### config.mk
export PLATFORM = sky130hd
export DESIGN_NAME = uart_tx_en
export DESIGN_NICKNAME = d
export VERILOG_FILES = /design/src/rtl/uart_tx_en.sv
export SDC_FILE = /design/constraint.sdc
export NUM_CORES = 1
export LEC_CHECK = 0
export CORE_MARGIN = 1.5
export CORE_UTILIZATION = 54
export CTS_CLUSTER_DIAMETER = 30
export DETAILED_ROUTE_END_ITERATION = 12
export MAX_ROUTING_LAYER = met4
export PLACE_DENSITY = 0.83
export SETUP_SLACK_MARGIN = 0.5
export SLEW_MARGIN = 20
export SYNTH_ARGS = -nofsm -noshare
export SYNTH_HDL_FRONTEND = slang
export SYNTH_SLANG_ARGS = --single-unit
### constraint.sdc
create_clock -name clk -period 2.3 [get_ports clk]
set_input_delay 0.46 -clock clk [delete_from_list [all_inputs] [get_ports clk]]
set_output_delay 0.46 -clock clk [all_outputs]
set_load 0.005 [all_outputs]
### src/rtl/uart_tx_en.sv
// 8N1 UART transmitter with a one-byte holding register, bit timing from an external
// oversample tick. Define UART_TX_PARITY_EN to insert an even-parity bit before the stop bit.
module uart_tx_en #(
   parameter int unsigned Oversample = 16
) (
   input  logic       clk,
   input  logic       reset,
   input  logic       en,
   input  logic       valid,
   input  logic [7:0] data,
   output logic       ready,
   output logic       out,
   output logic       busy,
   output logic       done
);

   localparam int unsigned     CntW    = (Oversample > 1) ? $clog2(Oversample) : 1;
   localparam logic [CntW-1:0] CntLoad = CntW'(Oversample - 1);

   localparam logic [2:0] StIdle   = 3'd0;
   localparam logic [2:0] StStart  = 3'd1;
   localparam logic [2:0] StData   = 3'd2;
   localparam logic [2:0] StStop   = 3'd3;
`ifdef UART_TX_PARITY_EN
   localparam logic [2:0] StParity = 3'd4;
`endif

   logic [2:0]      state, state_d;
   logic [CntW-1:0] sample_count, count_d;
   logic [2:0]      bit_count, bit_d;
   logic [7:0]      shift_reg, shift_d;
   logic [7:0]      buf_data;
   logic            buf_full;
   logic            load, bit_end, frame_end, out_d;
`ifdef UART_TX_PARITY_EN
   logic            parity, parity_d;
`endif

   always_comb begin
      state_d   = state;
      count_d   = sample_count;
      bit_d     = bit_count;
      shift_d   = shift_reg;
      load      = 1'b0;
      frame_end = 1'b0;
      bit_end   = (sample_count == '0);
      if (en) begin
         count_d = sample_count - CntW'(1);
         case (state)
            StIdle: begin
               count_d = CntLoad;
               if (buf_full) begin
                  load    = 1'b1;
                  state_d = StStart;
               end
            end
            StStart: begin
               if (bit_end) begin
                  state_d = StData;
                  bit_d   = 3'd7;
                  count_d = CntLoad;
               end
            end
            StData: begin
               if (bit_end) begin
                  shift_d = {1'b0, shift_reg[7:1]};
                  bit_d   = bit_count - 3'd1;
                  count_d = CntLoad;
                  if (bit_count == 3'd0) begin
`ifdef UART_TX_PARITY_EN
                     state_d = StParity;
`else
                     state_d = StStop;
`endif
                  end
               end
            end
`ifdef UART_TX_PARITY_EN
            StParity: begin
               if (bit_end) begin
                  state_d = StStop;
                  count_d = CntLoad;
               end
            end
`endif
            StStop: begin
               if (bit_end) begin
                  frame_end = 1'b1;
                  count_d   = CntLoad;
                  // A buffered byte starts its start bit immediately, with no idle gap.
                  if (buf_full) begin
                     load    = 1'b1;
                     state_d = StStart;
                  end else begin
                     state_d = StIdle;
                  end
               end
            end
            default: begin
               state_d = StIdle;
               count_d = CntLoad;
            end
         endcase
      end
      if (load) begin
         shift_d = buf_data;
      end
`ifdef UART_TX_PARITY_EN
      parity_d = load ? ^buf_data : parity;
`endif
      // The line register follows the state being entered, so it changes with the state.
      case (state_d)
         StStart:  out_d = 1'b0;
         StData:   out_d = shift_d[0];
`ifdef UART_TX_PARITY_EN
         StParity: out_d = parity_d;
`endif
         default:  out_d = 1'b1;
      endcase
   end

   always_ff @(posedge clk) begin
      if (reset) begin
         state        <= StIdle;
         sample_count <= CntLoad;
         bit_count    <= 3'd0;
         shift_reg    <= 8'd0;
         buf_data     <= 8'd0;
         buf_full     <= 1'b0;
         out          <= 1'b1;
         done         <= 1'b0;
`ifdef UART_TX_PARITY_EN
         parity       <= 1'b0;
`endif
      end else begin
         state        <= state_d;
         sample_count <= count_d;
         bit_count    <= bit_d;
         shift_reg    <= shift_d;
         out          <= out_d;
         done         <= frame_end;
`ifdef UART_TX_PARITY_EN
         parity       <= parity_d;
`endif
         if (load) begin
            buf_full <= 1'b0;
         end else if (valid && !buf_full) begin
            buf_full <= 1'b1;
            buf_data <= data;
         end
      end
   end

   assign ready = !buf_full;
   assign busy  = (state != StIdle) || buf_full;

endmodule
# Word-level counts from Yosys, hierarchy flattened

Index checks and enable logic that the tools add are counted.

Memory bits (read-only): 0
Memories: 0
Input port bits: 12
RAM bits: 0
Latch bits: 0
Register bits after elaboration: 29
Logic and storage cells: 61
Output and inout port bits: 4

Shift-type cells: 0
Reduce and logical (&&, ||, !) cells: 17
Bitwise operators: 3
$mul: 0
Equality and inequality tests: 7
Divide/modulo/power cells: 0
$add $sub $neg: 2
Mux-type cells: 23
Order comparisons: 0

Operators with widths:

| operator                                         | count |
|---|---|
| 2-to-1 mux 8 bit                                 | 4 |
| 2-to-1 mux 3 bit                                 | 8 |
| case mux 3 bit (4 select lines)                  | 1 |
| == test 3 x 2 -> 1 bit, second input constant    | 3 |
| 2-to-1 mux 4 bit                                 | 2 |
| nonzero test 2 bit                               | 4 |
| == test 3 x 1 -> 1 bit, second input constant    | 2 |
| logical NOT 3 bit                                | 2 |
| case mux 3 bit (2 select lines)                  | 1 |
| OR reduction 3 bit                               | 2 |
| 2-to-1 mux 1 bit                                 | 5 |
| logical NOT 4 bit                                | 1 |
| inequality test 2 bit, second input constant     | 2 |
| case mux 1 bit (2 select lines)                  | 2 |
| AND reduction 4 bit                              | 1 |
| subtractor 4 x 1 -> 4 bit, second input constant | 1 |
| NOT 1 bit                                        | 3 |
| AND reduction 3 bit                              | 1 |
| nonzero test 3 bit                               | 1 |
| subtractor 3 x 1 -> 3 bit, second input constant | 1 |
| AND reduction 2 bit                              | 1 |
| OR reduction 2 bit                               | 1 |
| logical AND 1 bit                                | 1 |
| logical NOT 1 bit                                | 1 |
| logical OR 1 bit                                 | 1 |

# Longest topological paths before layout

Gate-level depths: netlist of the first run.

Depth in word-level cells: 7
Gate-level depth with buffers: 8
Depth with buffers taken out: 7

# Worst setup path before layout of the first run

Ideal clock, no wire load.

Path kind: flip-flop to flip-flop
Start point: register sample_count[0]
End point: register out
Clock period less this slack: 1808 ps
Path slack: 492 ps
Path buffers: 1
Data required time: 2172 ps
Data arrival time: 1680 ps
Setup time: 128 ps
Cell stages (with the launch flop): 9
Cell sequence: dfxtp_1 > inv_1 > ha_1 > nor3b_2 > buf_6 > o32a_1 > and4_1 > nor4_1 > a31oi_1

Longest elaborated chain between the ends: 6
Elaborated cells on any way between the ends: 16
Classes of those cells: eq/ne (2); mux (13); reduce/logical (1)

Ends and longest elaborated chain:

| element                                                 | RTL line | RTL |
|---|---|---|
| start: declaration                                      | 29       | `logic [CntW-1:0] sample_count, count_d;` |
| start signal: assignment                                | 125      | `sample_count <= CntLoad;` |
| start signal: assignment                                | 137      | `sample_count <= count_d;` |
| logical NOT 4 bit (*)                                   | 46       | `bit_end = (sample_count == '0);` |
| 2-to-1 mux 3 bit (tied with other cells)                | 87       | `if (bit_end) begin` |
| case mux 3 bit (4 select lines) (tied with other cells) | 49       | `case (state)` |
| 2-to-1 mux 3 bit (tied with other cells)                | 47       | `if (en) begin` |
| == test 3 x 2 -> 1 bit (tied with other cells)          | 112      | `case (state_d)` |
| case mux 1 bit (2 select lines) (*)                     | 112      |  |
| end signal: assignment                                  | 140      | `out <= out_d;` |
| end: declaration                                        | 12       | `output logic out,` |

Mark *: on every way between the ends. The rest lies on a longest branch, timed or not. The select of a mux whose other input is x is not followed.
A chain may end at the register's enable or synchronous reset.

# Worst setup path after layout of the first run

Start point: register sample_count[0]
End point: register shift_reg[1]

Longest elaborated chain between the ends: 6
Elaborated cells on any way between the ends: 9
Classes of those cells: mux (4); reduce/logical (5)

Ends and longest elaborated chain:

| element                         | RTL line | RTL |
|---|---|---|
| logical NOT 4 bit (*)           | 46       |  |
| 2-to-1 mux 1 bit                | 87       |  |
| case mux 1 bit (2 select lines) | 49       |  |
| 2-to-1 mux 1 bit                | 47       |  |
| nonzero test 2 bit (no line)    | -        |  |
| AND reduction 3 bit (no line)   | -        |  |
| end signal: assignment          | 139      | `shift_reg <= shift_d;` |
| end: declaration                | 31       | `logic [7:0] shift_reg, shift_d;` |

Mark *: on every way between the ends. The rest lies on a longest branch, timed or not.

==> reports/qor.yml, run 1 <==
outcome:
  status: "complete, no violations"
clock_network:
  cts_tree: "yes"
  cts_buffers: 5
  clockRootBuffer: "clkbuf_4"
  insertion_delay_ns: 0.34
  cts_buffer_depth: 2
  cts_max_level: 2
  clk_pin_slew_worst_paths_ns: 0.10
  holdBufCountCts: 0
  cts_sinks: 29
timing:
  tightest_slew_ns: 0.455
  maxSlewViolCount: 0
  rsz0062_at_grt: "yes"
  skew_ns: 0.0163
  setup_viol: 0
  max_freq_mhz: 551
  hold_viol_final: 0
  slew_headroom_pct: 69.5
  finalCritPeriodShare_pct: 78.9
  period_minus_slack_ns: 1.81
  tns_ns: 0
setup_path:
  reg2reg_to: "shift_reg[1]"
  criticalPathCategory: "flop to flop"
  path_cells: "inv_2 -> ha_4 -> nor3b_4 -> buf_6 -> nand2_4 -> nor3_4 -> buf_4 -> a22oi_1 -> a21oi_1"
  crit_buf_inv: 3
  end_kind: "flop"
  rrSetupSlack_ns: 0.49
  cp.depth: 9
  critPathMaxStageDelay_ns: 0.34
  cp_slowest_cell: "dfxtp_2"
  crit_arrival_ns: 2.08
  rr_startpoint: "sample_count[0]"
  startpoint: "sample_count[0]"
  critPathLaunchType: "flop"
  endpoint: "shift_reg[1]"
  crit_family: "simple AND/OR/NAND/NOR gates"
  reg2reg_depth: 9
  worstPathRequired_ns: 2.56
  cp_max_fo: 6
power_and_ir_drop:
  power.density_nw_per_um2: 550
  vdd.ir_drop.worst_mv: 0.461
  cellLeakagePower_uw: 0.000765
synthesis:
  synth_edf_count: 0
  ys_types: 43
  netlist_area_um2: 1390
  ys.flop_type: "dfxtp_1"
  syn_nets: 174
  async_flop_share_pct: 0
  ys_seq_area_share_pct: 41.8
  ys_ff_latch: 29
  syn_inst: 159
  ys_warn_count: 0
  syn_area_per_cell_um2: 8.73
job:
  maxCapViolCount: 0
layout:
  final_util_pct: 75.2
  diodes: 0
  drive_gt1_share_pct: 27.3
  syn_to_final_growth_pct: 33.0
  nets: 208
floorplan:
  start_util_pct: 56.6
  io_pins: 16
  num_rows: 18
  die_h_um: 53.7
  fp.dieW_um: 53.7
  die_area_um2: 2890
  coreArea_um2: 2450
hold_path:
  hold_class: "flop to flop"
placement:
  place_hpwl_um: 2020
  finalWeightedCongestion: 0.829
  port_buffers: 15
global_routing:
  gr-total-overflow: 0
  met3_usage_pct: 9.72
  grtUsageMet2_pct: 42.9
  met1_usage_pct: 30.3
  top_usage_layer: "met2"
  grt_pass1_wl_um: 5420
  grt_usage_pct: 27.5
  grt_pass1_vias: 1203
  antenna_found_initial: 0
  grt_max_degree: 22
route:
  drtPass1Iterations: 6
  wl_um: 3390
  routedWlPerCell_um: 15.1
  ant_nets: 0
  vias: 1294
  route.detailed.drc: 0
  routed_via_density: 5.78
  initialDrtViolationCount: 35
==> worst min-delay path: stages (launching register included) <==
cell and delay, ns:
dfxtp_1 0.32, nand2_1 0.05, a21oi_1 0.05
==> power by group <==
| group | switching, uW | internal (uW) | total (uW) |
|---|---|---|---|
| Clock | 180 | 177 | 357 |
| Combinational | 60.0 | 68.2 | 128 |
| Sequential | 13.2 | 517 | 530 |
==> synth_stat cells, types with 3 or more instances <==
library cell	instances	area, um^2
dfxtp_1	29	581
nor2_1	22	82.6
inv_1	10	37.5
mux2i_1	10	100
a21oi_1	9	45.0
nand2_1	8	30.0
nand3_1	8	40.0
a22oi_1	6	45.0
clkbuf_1	6	22.5
ha_1	3	37.5
nor3_1	3	15.0
o21ai_0	3	15.0
==> routing by layer <==
layer / vias to the layer above / part of all wire, %
met5: - / 0
met4: 0 / 3.2
met3: 14 / 6.6
met2: 59 / 48
met1: 602 / 42
li1: 619 / -
==> layout make-up <==
class | instances | area (um^2)
Multi-Input combinational cell | 110 | 768
Clock inverter | 1 | 5.00
Tap cell | 30 | 37.5
Fill cell | 162 | 608
Inverter | 10 | 37.5
Clock buffer | 7 | 65.1
Sequential cell | 29 | 598
Timing Repair Buffer | 37 | 335
==> layout by cell type (no fill, tap or decap), drive strengths merged, types with 3 or more instances in the layout <==
cell type / n
a21oi: 9
a22oi: 6
buf: 22
clkbuf: 7
clkdlybuf4s50: 14
dfxtp: 29
ha: 3
inv: 10
mux2i: 10
nand2: 9
nand3: 9
nor2: 23
nor2b: 3
nor3: 4
o21ai: 3
or2: 3
==> how the worst min path moves through the flow <==
stage	startpoint	to	slack (ns)	cells past startpoint
final	buf_data[7]	shift_reg[7]	0.46	2
after global routing	buf_data[7]	shift_reg[7]	0.50	2
after CTS	buf_data[7]	shift_reg[7]	0.47	2
after detailed placement	buf_data[7]	shift_reg[7]	0.45	2
after global placement	buf_data[7]	shift_reg[7]	0.44	2
after floorplan	buf_data[7]	shift_reg[7]	0.43	2
==> through the flow <==
step	instance area, um^2	total power (uW)	setup WS (ns)	std cells	hold WS, ns
4_1_cts	1760	1010	0.485	216	0.466
6_report	1850	1020	0.485	224	0.463
2_1_floorplan	1390	606	0.523	159	0.431
5_1_grt	1850	1050	0.400	224	0.495
3_5_place_dp	1570	653	0.147	198	0.449
3_3_place_gp	1570	648	0.243	198	0.440
==> repair_timing <==
item | CTS | global route
gates cloned | 1 | 0
buffers inserted | 9 | 8
pin swaps | 1 | 5
resized for setup | 15 | 9
setup endpoints to repair | 9 | 13
==> cells by family after synthesis <==
logic type | after synthesis | synth area share [%]
and+or+nand+nor | 64 | 25.0
AOI/OAI and AO/OA | 30 | 14.3
DFF | 29 | 41.8
buffers and inverters | 20 | 6.58
muxes | 11 | 8.29
adders and majority gates | 3 | 2.70
xor gates and xnor gates | 2 | 1.26
(Power assumes the default switching activity.)
==> run 2: changes to the inputs <==
clock period = 1.7 ns   (was 2.3 ns; I/O delays follow)
==> run 2 against run 1 <==
Compared with the run above: the flow now finishes with violations (negative setup slack); global-route usage up 5.0 points; count of clock-buffer cells in the layout unchanged; clock power up 70%; clock skew up 0.00093 ns; combinational power up 120%; maximum frequency down 11%; hold slack better by 0.060 ns; first-iteration DRC count rose to 2.7 times the previous value; critical path type unchanged; critical endpoint is now shift_reg[6].
==> reports/qor.yml, run 2 (synthesized netlist as in run 1, its figures left out) <==
floorplan:
  num_rows: 18
  io_pins: 16
  die_area_um2: 2890
  fp.dieW_um: 53.7
  coreArea_um2: 2450
  die_h_um: 53.7
  start_util_pct: 56.6
clock_network:
  cts_sinks: 29
  cts_max_level: 2
  clockRootBuffer: "clkbuf_4"
  clk_pin_slew_worst_paths_ns: 0.10
  cts_tree: "yes"
  cts_buffers: 5
  insertion_delay_ns: 0.33
  holdBufCountCts: 0
  cts_buffer_depth: 2
route:
  wl_um: 5810
  ant_nets: 0
  route.detailed.drc: 0
  routed_via_density: 6.55
  routedWlPerCell_um: 23.8
  initialDrtViolationCount: 96
  vias: 1599
  drtPass1Iterations: 7
setup_path:
  crit_arrival_ns: 2.29
  worstPathRequired_ns: 1.95
  cp_max_fo: 6
  critPathMaxStageDelay_ns: 0.37
  path_cells: "inv_2 -> ha_4 -> nor3b_4 -> buf_6 -> nand2_4 -> nor3_4 -> buf_6 -> a22oi_1 -> a21oi_1"
  cp_slowest_cell: "nor3_4"
  criticalPathCategory: "flop to flop"
  crit_path_frequent_cell: "buf_6"
  critPathLaunchType: "flop"
  end_kind: "flop"
power_and_ir_drop:
  cellLeakagePower_uw: 0.000918
  seqPwrFrac_pct: 45.0
  vdd.ir_drop.worst_mv: 1.01
  intPower_uw: 1190
  p_sw_uw: 414
  power_frac_comb_pct: 17.2
  switching_share_pct: 25.8
  p_clk_share_pct: 37.8
  power.density_nw_per_um2: 719
placement:
  place_area_um2: 1740
  place_hpwl_um: 2310
  port_buffers: 15
  dp.cells: 214
  place_ws_ns: -0.194
  finalWeightedCongestion: 0.838
layout:
  postLayoutCellArea_um2: 2230
  syn_to_final_growth_pct: 60.8
  seqCellArea_um2: 598
  final_common_cell: "buf_4"
  multi_input_area_um2: 917
  layout_common_cells: "buf_4 (25), dfxtp_1 (23), nor2_1 (16)"
  fin_cells: 244
  diodes: 0
  nets: 228
  nFillCells: 90
  drive_gt1_share_pct: 47.2
global_routing:
  grt_pass1_vias: 1387
  gr-total-overflow: 0
  grt_usage_pct: 32.6
  grt_max_degree: 31
  antenna_found_initial: 0
  grt_pass1_wl_um: 6370
timing:
  period_minus_slack_ns: 2.05
  slew_headroom_pct: 74.1
  max_freq_mhz: 489
  maxSlewViolCount: 0
  skew_ns: 0.0172
  rsz0062_at_grt: "yes"
  fin_ws_ns: -0.345
  hold_viol_final: 0
  tightest_slew_ns: 0.388
  finalCritPeriodShare_pct: 120
  setup_viol: 12
outcome:
  status: "finished with violations"
  violations: "negative setup slack"
hold_path:
  hold_class: "input port to flop"
job:
  maxCapViolCount: 0
## run 2: cell count changes in the layout (fill, tap and decap cells not counted), moves of 4 or more
cell / change
a21oi_1: -4
nor2_4: +4
buf_6: +12
clkdlybuf4s50_1: -4
a21oi_2: +4
buf_4: +7
nor2_1: -4
## run 2: worst paths after layout
kind                   start            to  slack (ns)  cells past startpoint
max          sample_count[0]  shift_reg[6]       -0.35                      9
min                       en      state[2]        0.52                      4
max reg2reg  sample_count[0]  shift_reg[6]       -0.35                      9
min reg2reg     shift_reg[4]  shift_reg[4]        0.53                      2
## run 2: through the flow
step | power [uW] | hold slack, ns | utilization [%] | setup TNS (ns)
after floorplan | 826 | 0.431 | - | 0
after global routing | 1640 | 0.531 | 91.0 | -3.95
after detailed placement | 912 | 0.458 | 70.7 | -1.23
after CTS | 1520 | 0.469 | 81.3 | -0.351
final | 1610 | 0.523 | 91.0 | -2.82
after global placement | 906 | 0.446 | 70.7 | -0.891
## run 2: routing by layer
layer	vias up	GRT usage (%)	share of wire, %
met5	-	-	0
met4	0	10.7	6.5
met3	49	10.0	9.7
met2	143	56.9	50
met1	746	34.7	34
li1	661	-	-
## run 2: worst max-delay path, delay by kind of cell (launching register included)
kind,cells,cell delay (ns)
flops,1,0.35
simple gates,3,0.76
compound gates,2,0.27
fa+ha+maj,1,0.14
buf+inv,3,0.43
## run 2: area by class of cell
class	count	area share, %
flip-flops and latches	29	26.8
multi-input cells	110	41.1
well taps	30	1.68
clock inverters	1	1.34
repair buffers	57	25.0
inverters	10	1.68
clock buffers	7	2.46
## run 2: power groups by stage
stage | Sequential, uW | Clock, uW | Combinational, uW
after detailed placement | 735 | 0 | 177
final | 723 | 607 | 276
after global routing | 723 | 633 | 284
after floorplan | 729 | 0 | 96.4
after CTS | 714 | 595 | 212
after global placement | 734 | 0 | 171
## run 2: timing repair
item                                    CTS  global route
buffers inserted                         12             9
endpoints found under the setup margin   26            32
endpoints found under the hold margin     0             0
pin swaps                                10            22
resized for setup                        43            33
gates cloned                              0             1
==> run 3: changes to the inputs <==
CORE_UTILIZATION = 58   (was 54)
PLACE_DENSITY = 0.88   (was 0.83)
clock period = 2.46 ns   (was 1.7 ns; I/O delays follow)
==> run 3 against run 2 <==
Compared with the run above: the run now ends clean; critical path type is now flop to output pin; clock skew decreased by 0.013 ns; first-iteration DRC count decreased by 49%; highest routed layer unchanged; sequential cell count unchanged; cell count decreased by 15%; global-route usage decreased by 7.3 points; total power decreased by 44%.
==> reports/qor.yml, run 3 (synthesized netlist as in run 1, its figures left out) <==
clock_network:
  cts_buffers: 5
  cts_max_level: 2
  clockRootBuffer: "clkbuf_4"
  insertion_delay_ns: 0.33
  cts_buffer_depth: 2
  holdBufCountCts: 0
  clk_pin_slew_worst_paths_ns: 0.08
  cts_tree: "yes"
  cts_sinks: 29
route:
  ant_nets: 0
  drtPass1Iterations: 4
  route.detailed.drc: 0
  routedWlPerCell_um: 14.8
  vias: 1205
  routed_via_density: 5.79
  initialDrtViolationCount: 49
  wl_um: 3080
global_routing:
  met1_usage_pct: 28.9
  grt_pass1_vias: 1118
  grt_max_degree: 22
  grt_pass1_wl_um: 4770
  gr-total-overflow: 0
  met3_usage_pct: 8.05
  top_usage_layer: "met2"
  antenna_found_initial: 0
  grt_usage_pct: 25.3
  grtUsageMet2_pct: 39.9
setup_path:
  criticalPathCategory: "flop to output pin"
  startpoint: "buf_full"
  crit_family: "buffers and inverters"
  cp_max_fo: 6
  critPathLaunchType: "flop"
  cp_slowest_cell: "clkdlybuf4s50_1"
  path_cells: "nor2_1 -> nand2_1 -> clkdlybuf4s50_1"
  crit_buf_inv: 1
  rr_startpoint: "sample_count[0]"
  critPathMaxStageDelay_ns: 0.49
  end_kind: "output pin"
  worstPathRequired_ns: 1.97
  crit_arrival_ns: 1.43
layout:
  postLayoutCellArea_um2: 1680
  fin_cells: 208
  diodes: 0
  drive_gt1_share_pct: 17.2
  syn_to_final_growth_pct: 21.2
  nets: 195
  final_common_cell: "dfxtp_1"
  final_util_pct: 75.4
  layout_common_cells: "dfxtp_1 (25), nor2_1 (22), clkdlybuf4s50_1 (15)"
  nFillCells: 163
placement:
  port_buffers: 15
  place_hpwl_um: 1930
  place_area_um2: 1550
  dp.cells: 196
  finalWeightedCongestion: 0.844
floorplan:
  io_pins: 16
  fp.dieW_um: 51.9
  start_util_pct: 62.2
  num_rows: 17
  die_area_um2: 2700
  coreArea_um2: 2230
  die_h_um: 51.9
timing:
  rsz0062_at_grt: "no"
  skew_ns: 0.00406
  maxSlewViolCount: 0
  max_freq_mhz: 521
  period_minus_slack_ns: 1.92
  tightest_slew_ns: 0.428
  finalCritPeriodShare_pct: 78.0
  slew_headroom_pct: 71.3
  tns_ns: 0
  hold_viol_final: 0
  setup_viol: 0
job:
  maxCapViolCount: 0
hold_path:
  hp-start: "buf_data[7]"
  hold_class: "flop to flop"
outcome:
  status: "complete, no violations"
power_and_ir_drop:
  vdd.ir_drop.worst_mv: 0.499
  power.density_nw_per_um2: 532
  cellLeakagePower_uw: 0.000678
-- run 3: cell types whose count changed in the layout (fill, tap and decap cells not counted), moves of 4 or more --
| cell | previous run | this run |
|---|---|---|
| buf_4 | 25 | 8 |
| nor2_4 | 5 | 1 |
| buf_6 | 14 | 1 |
| a22oi_2 | 4 | 0 |
| a21oi_1 | 5 | 9 |
| a22oi_1 | 2 | 6 |
| a21oi_2 | 4 | 0 |
| clkdlybuf4s50_1 | 10 | 15 |
| nor2_1 | 16 | 22 |
-- run 3: cell type report --
class	count	area [um^2]	area share, %
clock buffers	7	55.1	3.27
inverters	10	37.5	2.23
multi-input cells	110	746	44.3
flip-flops and latches	29	588	34.9
well taps	28	35.0	2.08
repair buffers	24	221	13.2
-- run 3: metrics by stage --
step	power (uW)	hold slack [ns]	worst slack, ns
after floorplan	567	0.431	0.652
after global placement	604	0.441	0.370
after detailed placement	608	0.454	0.357
after CTS	900	0.464	0.493
after global routing	936	0.483	0.458
final	896	0.462	0.541
-- run 3: worst register-to-register path, delay by kind of cell, from the launching register on --
| kind | cells | cell delay, ns |
|---|---|---|
| AO/OA/AOI/OAI | 1 | 0.10 |
| adder cells (fa/ha/maj) | 1 | 0.21 |
| buffers and inverters | 2 | 0.25 |
| flip-flops | 1 | 0.34 |
| multiplexers | 2 | 0.50 |
| AND/OR/NAND/NOR | 2 | 0.37 |
-- run 3: power breakdown --
part	switching, uW	internal [uW]	total, uW	leakage [uW]
combinational	49.8	54.2	104	0.000409
clock	157	135	291	0.0000314
sequential	15.2	485	500	0.000237
total	222	674	896	0.000678
-- run 3: worst paths after layout --
kind / end / slack [ns] / cells after the start
max: busy / 0.54 / 3
min: shift_reg[7] / 0.46 / 2
min reg2reg: shift_reg[7] / 0.46 / 2
max reg2reg: out / 0.59 / 8
-- run 3: what timing repair did --
item,4_1_cts,5_1_grt
pin swaps,2,0
gates resized for setup,5,7
setup buffers,3,2
setup endpoints to repair,3,9
cloned,0,0
-- run 3: per-layer routing --
layer	up-vias	part of all wire, %
met5	-	0
met4	0	1.7
met3	7	6.7
met2	45	49
met1	560	43
li1	593	-
